## src/rtl/updown_counter_mod.sv

```systemverilog
// Parametrised up/down event counter with wrap/saturate bounds, parallel load,
// an enable prescaler, a terminal-count pulse and sticky overflow/underflow flags.
module updown_counter_mod #(
  parameter int WIDTH     = 4,
  parameter int MAX_COUNT = 9,
  parameter int PRESCALE  = 1
) (
  input  logic             CLOCK,
  input  logic             RESET,
  input  logic             ENABLE,
  input  logic             CONTROL,
  input  logic             SAT_MODE,
  input  logic             LOAD,
  input  logic [WIDTH-1:0] LOAD_VALUE,
  input  logic             CLEAR_FLAGS,
  output logic [WIDTH-1:0] COUNT,
  output logic             TC,
  output logic             OVERFLOW,
  output logic             UNDERFLOW
);

  localparam int PS_W = (PRESCALE > 1) ? $clog2(PRESCALE) : 1;
  localparam logic [WIDTH-1:0] MAX_V   = WIDTH'(MAX_COUNT);
  localparam logic [PS_W-1:0]  PS_LAST = PS_W'(PRESCALE - 1);

  function automatic logic [WIDTH-1:0] clamp_load(input logic [WIDTH-1:0] v);
    return (v > MAX_V) ? MAX_V : v;
  endfunction

  logic [PS_W-1:0]  ps_p1;
  logic [WIDTH-1:0] count_p1;
  logic             tc_p1;
  logic             ovf_p1;
  logic             unf_p1;

  logic             step;
  logic             at_max;
  logic             at_zero;
  logic             hit_max;
  logic             hit_zero;
  logic [WIDTH-1:0] count_nxt;
  logic [PS_W-1:0]  ps_nxt;

  always_comb begin
    step      = ENABLE && (ps_p1 == PS_LAST);
    at_max    = (count_p1 == MAX_V);
    at_zero   = (count_p1 == '0);
    hit_max   = step && CONTROL && at_max;
    hit_zero  = step && !CONTROL && at_zero;
    count_nxt = count_p1;
    ps_nxt    = ps_p1;
    if (ENABLE) ps_nxt = step ? '0 : ps_p1 + PS_W'(1);
    if (step) begin
      // Boundary attempts either wrap to the opposite bound or hold in place.
      if (CONTROL) begin
        if (!at_max)       count_nxt = count_p1 + WIDTH'(1);
        else if (!SAT_MODE) count_nxt = '0;
      end else begin
        if (!at_zero)      count_nxt = count_p1 - WIDTH'(1);
        else if (!SAT_MODE) count_nxt = MAX_V;
      end
    end
  end

  // ---- stage p1: registered count, prescaler phase, TC and flags ----
  always_ff @(posedge CLOCK) begin
    if (RESET) begin
      count_p1 <= '0;
      ps_p1    <= '0;
      tc_p1    <= 1'b0;
      ovf_p1   <= 1'b0;
      unf_p1   <= 1'b0;
    end else if (LOAD) begin
      count_p1 <= clamp_load(LOAD_VALUE);
      ps_p1    <= '0;
      tc_p1    <= 1'b0;
      if (CLEAR_FLAGS) begin
        ovf_p1 <= 1'b0;
        unf_p1 <= 1'b0;
      end
    end else begin
      count_p1 <= count_nxt;
      ps_p1    <= ps_nxt;
      tc_p1    <= hit_max || hit_zero;
      // A boundary event in the clearing cycle keeps its flag set.
      ovf_p1   <= hit_max  || (ovf_p1 && !CLEAR_FLAGS);
      unf_p1   <= hit_zero || (unf_p1 && !CLEAR_FLAGS);
    end
  end

  assign COUNT     = count_p1;
  assign TC        = tc_p1;
  assign OVERFLOW  = ovf_p1;
  assign UNDERFLOW = unf_p1;

endmodule

```

## config.mk

```make
export PLATFORM = sky130hd
export DESIGN_NAME = updown_counter_mod
export DESIGN_NICKNAME = d
export VERILOG_FILES = /design/src/rtl/updown_counter_mod.sv
export SDC_FILE = /design/constraint.sdc
export NUM_CORES = 1
export LEC_CHECK = 0
export BUFFER_PORTS_ARGS = -buffer_cell sky130_fd_sc_hd__buf_4
export CAP_MARGIN = 20
export CORE_AREA = 10 10 47 49
export DETAILED_ROUTE_END_ITERATION = 8
export DIE_AREA = 0 0 57 59
export GPL_TIMING_DRIVEN = 0
export MAX_ROUTING_LAYER = met4
export PLACE_DENSITY = 0.67
export SLEW_MARGIN = 30
export SYNTH_ARGS = -nofsm -noshare
export SYNTH_HDL_FRONTEND = slang
export SYNTH_SLANG_ARGS = --single-unit
```

## constraint.sdc

```tcl
create_clock -name CLOCK -period 1.8 [get_ports CLOCK]
set_input_delay 0.18 -clock CLOCK [delete_from_list [all_inputs] [get_ports CLOCK]]
set_output_delay 0.18 -clock CLOCK [all_outputs]
set_load 0.05 [all_outputs]
```

; Yosys cells after proc, flatten, opt, wreduce, memory -nomap -nowiden
; Index checks and enable logic that the tools add are counted.
[word_totals]
ff_bits = 8
latch_bits = 0
mem_bits_rw = 0
rom_bits = 0
input_bits = 11
output_inout_bits = 7
word_cells = 42
mem_count = 0
[op_classes]
addsub = 3
n_mul = 0
n_div = 0
n_lt_le_gt_ge = 1
eq_ne = 4
n_shift = 0
muxes = 12
bitwise = 1
n_reduce_logical = 16
[op_table]
columns = op, count
row1 = 4-bit 2-to-1 mux, 8
row2 = "4-bit != test, second input constant", 2
row3 = 1-bit logical AND, 7
row4 = "4-bit by 1-bit adder with 4-bit output, second input constant", 1
row5 = "4-bit equality test, second input constant", 1
row6 = "4-bit > comparator, second input constant", 1
row7 = 4-bit logical NOT, 1
row8 = 1-bit 2-to-1 mux, 4
row9 = "4-bit by 1-bit subtractor with 4-bit output, second input constant", 1
row10 = 1-bit logical OR, 3
row11 = 3-bit AND reduction, 1
row12 = 1-bit logical NOT, 2
row13 = "2-bit by 1-bit != test with 1-bit output, second input constant", 1
row14 = 2-bit nonzero test, 1
row15 = 2-bit OR reduction, 1
row16 = "1-bit adder, second input constant", 1
row17 = 1-bit NOT, 1

; Logic depth before layout (Yosys ltp)
; Gate-level depths: netlist (run 1).
[logic_depth]
depth_word = 6
depth_mapped = 6
depth_no_buf = 5

; Worst setup path after synthesis (run 1)
; Ideal clock, no wire load.
[synth_timing]
kind = register -> register
from = register count_p1[3], in the netlist COUNT[3]
to = register count_p1[3], in the netlist COUNT[3]
setup_ns = 0.126
arrival_time_ns = 1.524
required_time_ns = 1.674
setup_slack_ns = 0.150
stages_incl_launch_ff = 7
path_buffers = 1
period_less_slack_ns = 1.650
path_cell_list = dfxtp_1 > buf_4 > nor3_2 > nand2b_4 > a31oi_4 > mux2i_1 > o31ai_2
[synth_via]
elab_chain_cells = 5
word_cells_on_any_way = 12
[synth_rtl]
columns = element, line_no
row1 = from (decl), 31  ; logic [WIDTH-1:0] count_p1;
row2 = from (signal assigned), 74  ; count_p1 <= clamp_load(LOAD_VALUE);
row3 = from (signal assigned), 82  ; count_p1 <= count_nxt;
row4 = 4-bit by 1-bit subtractor with 4-bit output (tied with other cells), 59  ; if (!at_zero) count_nxt = count_p1 - WIDTH'(1);
row5 = 4-bit 2-to-1 mux (on tied branches), "59, 56"
row6 = 4-bit 2-to-1 mux, 55  ; if (CONTROL) begin
row7 = 4-bit 2-to-1 mux, 53  ; if (step) begin
row8 = 4-bit 2-to-1 mux, 73  ; end else if (LOAD) begin
; Several ways; a longest one is shown, not always the timed one. The select of a mux whose other input is x is not followed.
; A chain may end at the register's enable or synchronous reset.

; Final worst setup path (run 1)
[layout_timing]
from = register count_p1[3], in the netlist COUNT[3]
to = register count_p1[0], in the netlist COUNT[0]
[layout_via]
elab_chain_cells = 5
word_cells_on_any_way = 10
[layout_rtl]
columns = element, line_no
row1 = 4-bit equality test / 4-bit logical NOT (equally long branches), "46, 47"
row2 = 4-bit 2-to-1 mux (on tied branches), "56, 59"
row3 = 4-bit 2-to-1 mux, 55
row4 = 4-bit 2-to-1 mux, 53
row5 = 4-bit 2-to-1 mux, 73
; Several ways; a longest one is shown, not always the timed one. The select of a mux whose other input is x is not followed.

==> results of run 1 <==
per-layer routing:
metal	part of all wire (%)	routed length [µm]
met1	49	573
met2	47	550
met3	2.3	27
met4	1.9	22
met5	0	0
per-stage QoR:
stage	hold slack [ns]	area [µm²]	power (mW)	worst slack (ns)
2_1_floorplan	0.257	536	0.318	0.150
3_3_place_gp	0.354	668	0.362	0.421
3_5_place_dp	0.358	668	0.363	0.420
4_1_cts	0.0888	691	0.501	0.405
5_1_grt	0.0821	691	0.533	0.225
6_report	0.0946	691	0.496	0.427
critical path, delay by kind of cell (launching register included):
kind | cells | cell delay [ns]
AND/OR/NAND/NOR | 2 | 0.37
flip-flops | 1 | 0.31
buffers and inverters | 1 | 0.16
AO/OA/AOI/OAI | 2 | 0.31
XOR/XNOR | 1 | 0.15
cell usage after synthesis (2+ instances only):
cell	n
nor3_1	3
a31oi_1	2
o31ai_1	2
xnor2_1	2
nor4_1	2
nand2b_1	4
a211oi_1	3
a21oi_1	6
nor2_1	3
dfxtp_1	8
inv_1	2
o21a_1	2
buf_6	2
nand2_1	3
buf_4	2
sequential cells by signal (all words and copies together), names as in the netlist:
signal / cells
UNDERFLOW: 1
ps_p1: 1
COUNT: 4
TC: 1
OVERFLOW: 1
final timing paths:
check                start        to  slack, ns  depth (start not counted)
setup / recovery  COUNT[3]  COUNT[0]       0.43                          6
hold / removal      ENABLE     ps_p1       0.09                          2
setup reg to reg  COUNT[3]  COUNT[0]       0.43                          6
hold reg to reg      ps_p1     ps_p1       0.47                          1
cell families (layout without fill, tap and decap cells):
kind of cell / after synthesis / after routing
AOI/OAI and AO/OA: 18 / 18
DFF: 8 / 8
xor gates and xnor gates: 3 / 3
muxes: 1 / 1
buffers and inverters: 8 / 26
and+or+nand+nor: 23 / 23
where the power goes:
group	switching, mW	internal, mW
clock	0.0609	0.0763
combinational	0.0973	0.0713
sequential	0.00448	0.186
total	0.163	0.333
layout make-up:
| type | instances | area, µm² | share of cell area [%] |
|---|---|---|---|
| multi-input cells | 45 | 322 | 46.6 |
| repair buffers | 15 | 113 | 16.3 |
| inverters | 2 | 7.51 | 1.09 |
| plain buffers | 6 | 46.3 | 6.70 |
| flip-flops and latches | 8 | 160 | 23.2 |
| well taps | 16 | 20.0 | 2.90 |
| clock buffers | 3 | 22.5 | 3.26 |
==> impl_results.md, run 1 <==
* Hold_buf cts at 0
* WS Path Type: reg -> reg
* Leak pwr at 0.280 nW
* Commonest non-fill, non-tap cell in the layout: buf_4
* Root Buffer: clkbuf_4
* Mux cell area share after synthesis at 1.87%
* Final hold viol count at 0
* Detailed-route via count at 481
* Buffers on Ports at 15
* Share of the synthesized area in the top cell type at 29.9%
* Synthesized Nets at 72
* Mean Syn Cell Area at 8.78 µm²
* Crit-path max FO at 7
* CP Capture Type: flop
* Avg WL per Cell at 12.4 µm
* Area of the mapped netlist at 536 µm²
* Worst-Skew Late Latency at 0.25 ns
* Crit-path cells: buf_4 > nor3_2 > nand2b_4 > a31oi_4 > xnor2_1 > a211oi_2
* Area grow syn2layout at 29.0%
* Synth unique cells at 30
* Simple-Gate Fraction of Synth Area at 26.9%
* Postcts setup bufs at 0
* Die X at 57 µm
* Worst-path clk slew at 0.05 ns
* Final setup vio count at 0
* Post-synth ARST share at 0%
* Die area at 3360 µm²
* Clk buf depth at 2
* Cell taking the most area after synthesis: dfxtp_1
* Final Util at 49.3%
* Most frequent cells in the layout: buf_4, dfxtp_1, a21oi_1
* Nets@finish at 92
* Routed Antenna Nets at 0
* ANT cells at 0
* Yosys reg bits at 8
* Layout cells sized above 1 at 38.0%
* Initial antenna violation count at 0
* Most used flip-flop cell after synthesis: dfxtp_1
* CP required at 1.98 ns
* Routability cong. at 0.770
* CTS tree: yes
* Fmax at 728 MHz
* Worst slew margin at 69.2%
* Number of synthesized flops with an enable pin at 0
* PostCTS Resize Cnt at 0
* Critical Path Max Stage Delay at 0.31 ns
* Cell Pwr Density at 718 nW/µm²
* Xor and xnor area share after synthesis at 4.91%
* Busiest grt layer: met2
* Fin crit share at 76.3%
* Drt initial violations at 7
* Total grt overflow at 0
* Met1 Resource Use GR at 9.25%
* TritonRoute pass-1 iters at 4
* Max_cap viols at 0
* Synthesis Warnings at 0
* First-pass GRT wire length at 2170 µm
* Worst VDD drop at 336 µV
* DR vias/cell at 5.06
* DP Cell Count at 92
* Initial Util at 38.2%
* Crit path DAT at 1.55 ns
* Cells after Synth at 61
* Worst Setup Start Kind: flop
* Core Area at 1400 µm²
* Hold crit path type: in -> reg
* Crit path time final at 1.37 ns
* Total CTS buffers at 3
* H-tree depth at 1
* Unrepaired setup endpoints after global routing: false
* Setup TNS at 0 ns
* Final Slew Violations at 0
* GRT met2 Usage at 12.1%
* Synth area leaders: dfxtp_1, a21oi_1, nand2b_1, a211oi_1, buf_6
* CTS sink count at 8
* Status: finished, final reports clean
* I/O pin count at 18
* Fill cells at 149
* Actual slew at the worst max-slew pin at 0.458 ns
* Register area share after synthesis at 29.9%
* Final Non-Filler Cells at 95
* Post-Route Skew at 0.000682 ns
* Die height at 59 µm
* Post-DP HPWL at 912 µm
* Routed WL at 1170 µm
* Std cell rows at 14
* Largest family of logic cells by synthesized area: simple AND/OR/NAND/NOR gates
* Pin count of the biggest net entering global routing at 11
* DRC viols at 0
* Adder and majority cell fraction of the synthesized area at 0%
* Total GRT Usage at 8.13%
* Synth Area in Compound Gates at 26.4%
* Met3 Track Usage GR at 1.93%
* Slowest CP cell: dfxtp_1
* Vias in the first global route at 496
(Power assumes the default switching activity.)
==> inputs of run 2 (changes only) <==
--- a/config.mk
+++ b/config.mk
@@ -12,7 +12,7 @@
 export DIE_AREA = 0 0 57 59
 export GPL_TIMING_DRIVEN = 0
 export MAX_ROUTING_LAYER = met4
-export PLACE_DENSITY = 0.67
+export PLACE_DENSITY = 0.7
 export SLEW_MARGIN = 30
 export SYNTH_ARGS = -nofsm -noshare
 export SYNTH_HDL_FRONTEND = slang
==> constraint.sdc (replaced) <==
create_clock -name CLOCK -period 1.1 [get_ports CLOCK]
set_input_delay 0.11 -clock CLOCK [delete_from_list [all_inputs] [get_ports CLOCK]]
set_output_delay 0.11 -clock CLOCK [all_outputs]
set_load 0.05 [all_outputs]
==> impl_results.md, run 2 (synthesis gave the netlist of run 1 again) <==
* Nets@finish at 94
* Final Non-Filler Cells at 98
* Pin count of the biggest net entering global routing at 11
* Total GRT Usage at 9.26%
* Avg WL per Cell at 16.0 µm
* DP Cell Count at 92
* Crit-path max FO at 10
* Worst Setup Start Kind: flop
* DR vias/cell at 5.60
* Area grow syn2layout at 53.3%
* Std cell rows at 14
* DRC viols at 0
* Failing checks: negative setup slack
* Crit path DAT at 1.49 ns
* Die X at 57 µm
* Buffers on Ports at 15
* Actual slew at the worst max-slew pin at 0.459 ns
* Total grt overflow at 0
* Post-Route Skew at 0.00619 ns
* Post-DP HPWL at 1100 µm
* Unrepaired setup endpoints after global routing: true
* Vias in the first global route at 560
* Final Total Pwr at 938 µW
* Initial Util at 38.2%
* TritonRoute pass-1 iters at 4
* First-pass GRT wire length at 2480 µm
* CP required at 1.27 ns
* Final Slew Violations at 0
* Design area at 821 µm²
* Root Buffer: clkbuf_4
* Worst-Skew Late Latency at 0.27 ns
* Detailed-route via count at 549
* Routed Antenna Nets at 0
* H-tree depth at 1
* Hold crit path type: in -> reg
* Worst-path clk slew at 0.07 ns
* Max FFs per register at 4
* Max_cap viols at 0
* CTS tree: yes
* Initial antenna violation count at 0
* Clk buf depth at 2
* Die height at 59 µm
* Core Area at 1400 µm²
* Worst VDD drop at 845 µV
* Final setup vio count at 4
* Total CTS buffers at 3
* Drt initial violations at 13
* Setup TNS at -0.743 ns
* Hold_buf cts at 0
* ANT cells at 0
* Routed WL at 1570 µm
* I/O pin count at 18
* Routability cong. at 0.797
* WS Path Type: reg -> reg
* Worst setup margin at -0.217 ns
* Final hold viol count at 0
* Fmax at 759 MHz
* Most frequent cells in the layout: buf_4, a21oi_1, dfxtp_4, dfxtp_1, a211oi_2
* DP Worst Slack at -0.272 ns
* Commonest non-fill, non-tap cell in the layout: buf_4
* CP Capture Type: flop
* Worst slew margin at 69.4%
* Leak pwr at 0.312 nW
* Die area at 3360 µm²
* Placed Area at 693 µm²
* Layout cells sized above 1 at 57.3%
* Crit path time final at 1.32 ns
* Fin crit share at 120%
* Status: complete, but fails checks
* CTS sink count at 8
* Cell Pwr Density at 1140 nW/µm²
==> run 2: cell types whose count changed in the layout (fill, tap and decap cells not counted), sizes merged <==
cell,before,now
clkbuf,4,5
buf,20,22
==> run 2: stage by stage <==
stage,hold slack [ns],util [%]
2_1_floorplan,0.187,-
3_3_place_gp,0.285,49.5
3_5_place_dp,0.290,49.5
4_1_cts,0.00564,55.3
5_1_grt,0.0379,58.6
6_report,0.0364,58.6
==> run 2: timing repair <==
| item | 4_1_cts | 5_1_grt |
|---|---|---|
| endpoints found under the setup margin | 7 | 8 |
| buffers inserted | 5 | 1 |
| pin swaps | 10 | 2 |
| gates resized for setup | 13 | 7 |
==> run 2: area by class of cell <==
| type | instances | area [µm²] |
|---|---|---|
| repair buffers | 21 | 169 |
| flip-flops and latches | 8 | 175 |
| multi-input cells | 45 | 412 |
| plain buffers | 2 | 11.3 |
| well taps | 16 | 20.0 |
| inverters | 2 | 7.51 |
| clock buffers | 4 | 26.3 |
| fillers | 125 | 581 |
==> run 2: report_power, final <==
| group | internal [mW] | leakage [nW] | total (mW) | switching, mW |
|---|---|---|---|---|
| clock | 0.140 | 0.0150 | 0.270 | 0.129 |
| sequential | 0.303 | 0.0679 | 0.338 | 0.0349 |
| combinational | 0.152 | 0.229 | 0.331 | 0.178 |
| total | 0.596 | 0.312 | 0.938 | 0.342 |
==> run 2: worst paths after layout <==
path,slack (ns),to,cells past startpoint,start
max,-0.22,COUNT[3],5,COUNT[2]
min,0.04,ps_p1,2,ENABLE
max reg2reg,-0.22,COUNT[3],5,COUNT[2]
min reg2reg,0.48,OVERFLOW,2,OVERFLOW
==> run 2: worst max-delay path, cell delays in order (launching register included) <==
cell      delay [ns]
dfxtp_4         0.39
nor4_2          0.30
a211oi_2        0.07
a31oi_1         0.16
mux2i_1         0.10
o31ai_2         0.19
==> run 2: per-layer routing <==
layer,global-route usage (%),vias up,part of all wire (%)
met1,10.4,254,38
met2,14.6,25,54
met3,3.22,4,5.9
met5,-,-,0
li1,-,266,-
met4,4.03,0,2.3
==> inputs of run 3 (changes only) <==
--- a/config.mk
+++ b/config.mk
@@ -5,14 +5,15 @@
 export SDC_FILE = /design/constraint.sdc
 export NUM_CORES = 1
 export LEC_CHECK = 0
+export ABC_AREA = 1
 export BUFFER_PORTS_ARGS = -buffer_cell sky130_fd_sc_hd__buf_4
 export CAP_MARGIN = 20
-export CORE_AREA = 10 10 47 49
+export CORE_MARGIN = 10
+export CORE_UTILIZATION = 43
 export DETAILED_ROUTE_END_ITERATION = 8
-export DIE_AREA = 0 0 57 59
 export GPL_TIMING_DRIVEN = 0
 export MAX_ROUTING_LAYER = met4
-export PLACE_DENSITY = 0.7
+export PLACE_DENSITY = 0.73
 export SLEW_MARGIN = 30
 export SYNTH_ARGS = -nofsm -noshare
 export SYNTH_HDL_FRONTEND = slang
==> impl_results.md, run 3 <==
* Share of the synthesized area in the top cell type at 28.7%
* Final Util at 70.1%
* Post-Route Skew at 0.0141 ns
* Hold crit path type: in -> reg
* Final setup vio count at 4
* Area grow syn2layout at 47.1%
* Fin crit share at 103%
* TritonRoute pass-1 iters at 4
* WS Path Type: reg -> reg
* Avg WL per Cell at 11.8 µm
* Crit path time final at 1.13 ns
* Tightest hold margin at 0.0327 ns
* Mean Syn Cell Area at 6.00 µm²
* Register area share after synthesis at 28.7%
* Std cell rows at 12
* DR vias/cell at 4.85
* First-pass GRT wire length at 2700 µm
* Total GRT Usage at 10.4%
* Worst Setup Start Kind: flop
* R2r startpoint: COUNT[1]
* Fmax at 883 MHz
* Routed WL at 1560 µm
* Die area at 3140 µm²
* Worst setup path end: COUNT[2]
* CP required at 1.24 ns
* Unrepaired setup endpoints after global routing: true
* Worst R2R End: COUNT[2]
* Clk buf depth at 2
* Cell Pwr Density at 1160 nW/µm²
* CP Capture Type: flop
* Initial Util at 47.6%
* Synth area leaders: dfxtp_1, nand2_1, nand3_1, inv_1, a21oi_1
* Synthesized Nets at 104
* Area of the mapped netlist at 558 µm²
* CTS sink count at 8
* Reg2reg setup slack at -0.03 ns
* Vias in the first global route at 642
* Design area at 821 µm²
* Core Area at 1170 µm²
* Final Total Pwr at 954 µW
* H-tree depth at 1
* Worst VDD drop at 809 µV
* CTS tree: yes
* I/O pin count at 18
* Status: complete, but fails checks
* Hold path cells at 2
* Hold_buf cts at 0
* Total grt overflow at 0
* Placed Area at 731 µm²
* Detailed-route via count at 645
* Setup TNS at -0.110 ns
* Layout cells sized above 1 at 39.5%
* Die X at 56.0 µm
* Max_cap viols at 0
* Commonest cells post-synth: nand2_1, inv_1, nand3_1
* Drt initial violations at 2
* Routability cong. at 0.826
* Nets@finish at 131
* Most used flip-flop cell after synthesis: dfxtp_1
* Total CTS buffers at 3
* Max FFs per register at 4
* Worst setup margin at -0.0328 ns
* Post-synth ARST share at 0%
* Worst slew margin at 85.5%
* ANT cells at 0
* Die height at 56.0 µm
* Cell taking the most area after synthesis: dfxtp_1
* Post-DP HPWL at 1260 µm
* Actual slew at the worst max-slew pin at 0.218 ns
* Initial antenna violation count at 0
* Yosys reg bits at 8
* Number of synthesized flops with an enable pin at 0
* Most instantiated library cell after synthesis: nand2_1
* Crit-path max FO at 7
* Pin count of the biggest net entering global routing at 9
* Root Buffer: clkbuf_4
* Leak pwr at 0.420 nW
* Buffers on Ports at 17
* CP startpoint: COUNT[1]
* Worst-Skew Late Latency at 0.25 ns
* Final hold viol count at 0
* Worst-path clk slew at 0.06 ns
* Most frequent cells in the layout: nand2_1, buf_4, inv_1, nand3_1, nor2_1
* Routed Antenna Nets at 0
* Worst hold start: ENABLE
* Final Slew Violations at 0
* Synth unique cells at 19
* DRC viols at 0
* Fill cells at 116
* Worst reg-to-reg path cell count at 8
* Cells after Synth at 93
* Failing checks: negative setup slack
* Synthesis Warnings at 0
* Commonest non-fill, non-tap cell in the layout: nand2_1
* Crit path DAT at 1.28 ns
-- run 3: changes by cell type in the layout (fill, tap and decap cells not counted), sizes merged, moves of 2 or more --
cell,previous run,this run
a211oi,4,0
a31oi,3,0
inv,2,13
nand2,3,36
nand2b,5,0
nand3,1,11
nand4,0,3
nor2,3,10
nor3,4,2
o21a,2,0
o21ai,0,2
o31ai,3,0
xnor2,2,0
-- run 3: worst min-delay path by stage --
stage	endpoint
2_1_floorplan	COUNT[0]
3_3_place_gp	ps_p1
3_5_place_dp	ps_p1
4_1_cts	ps_p1
5_1_grt	ps_p1
6_report	ps_p1
-- run 3: metrics by stage --
stage,setup slack [ns],cells
after floorplan,-0.0203,93
final,-0.0328,133
after CTS,-0.0326,132
after global placement,-0.0115,124
after global routing,-0.116,133
after detailed placement,-0.0446,124
-- run 3: cells by family (layout without fill, tap and decap cells) --
logic type             count (synthesis)  in the layout  share of synthesized area [%]
and+or+nand+nor                       63             63                           54.0
AOI/OAI and AO/OA                      9              9                           8.52
DFF                                    8              8                           28.7
buffers and inverters                 13             39                           8.74
-- run 3: final cells by class --
cell class | instances | area (µm²) | share of cell area, %
Sequential cell | 8 | 175 | 21.3
Inverter | 13 | 53.8 | 6.55
Multi-Input combinational cell | 72 | 379 | 46.2
Clock buffer | 4 | 26.3 | 3.20
Timing Repair Buffer | 22 | 169 | 20.6
Tap cell | 14 | 17.5 | 2.13
-- run 3: per-layer routing --
metal	routed length [µm]	part of all wire (%)	vias up	global-route usage, %
met5	0	0	-	-
met4	8	0.51	0	4.10
met3	76	4.9	2	2.28
met2	764	49	14	16.4
met1	714	46	278	12.3
li1	-	-	351	-
-- run 3: critical path: stages (launching register included) --
cell     delay, ns
dfxtp_4       0.37
inv_4         0.08
nand2_4       0.05
nor2_4        0.14
nand3_2       0.09
nand3_4       0.12
nand2_1       0.07
nand2_1       0.05
a21oi_1       0.04
-- run 3: power by group --
group	internal (mW)	switching, mW	total, mW
Combinational	0.145	0.223	0.369
Sequential	0.310	0.0356	0.346
Clock	0.139	0.101	0.239
-- run 3: what timing repair did --
action / in CTS / in global routing
resized for setup: 2 / 6
setup endpoints to repair: 4 / 4
endpoints found under the hold margin: 0 / 0
pin swaps: 4 / 4
buffers inserted: 4 / 1
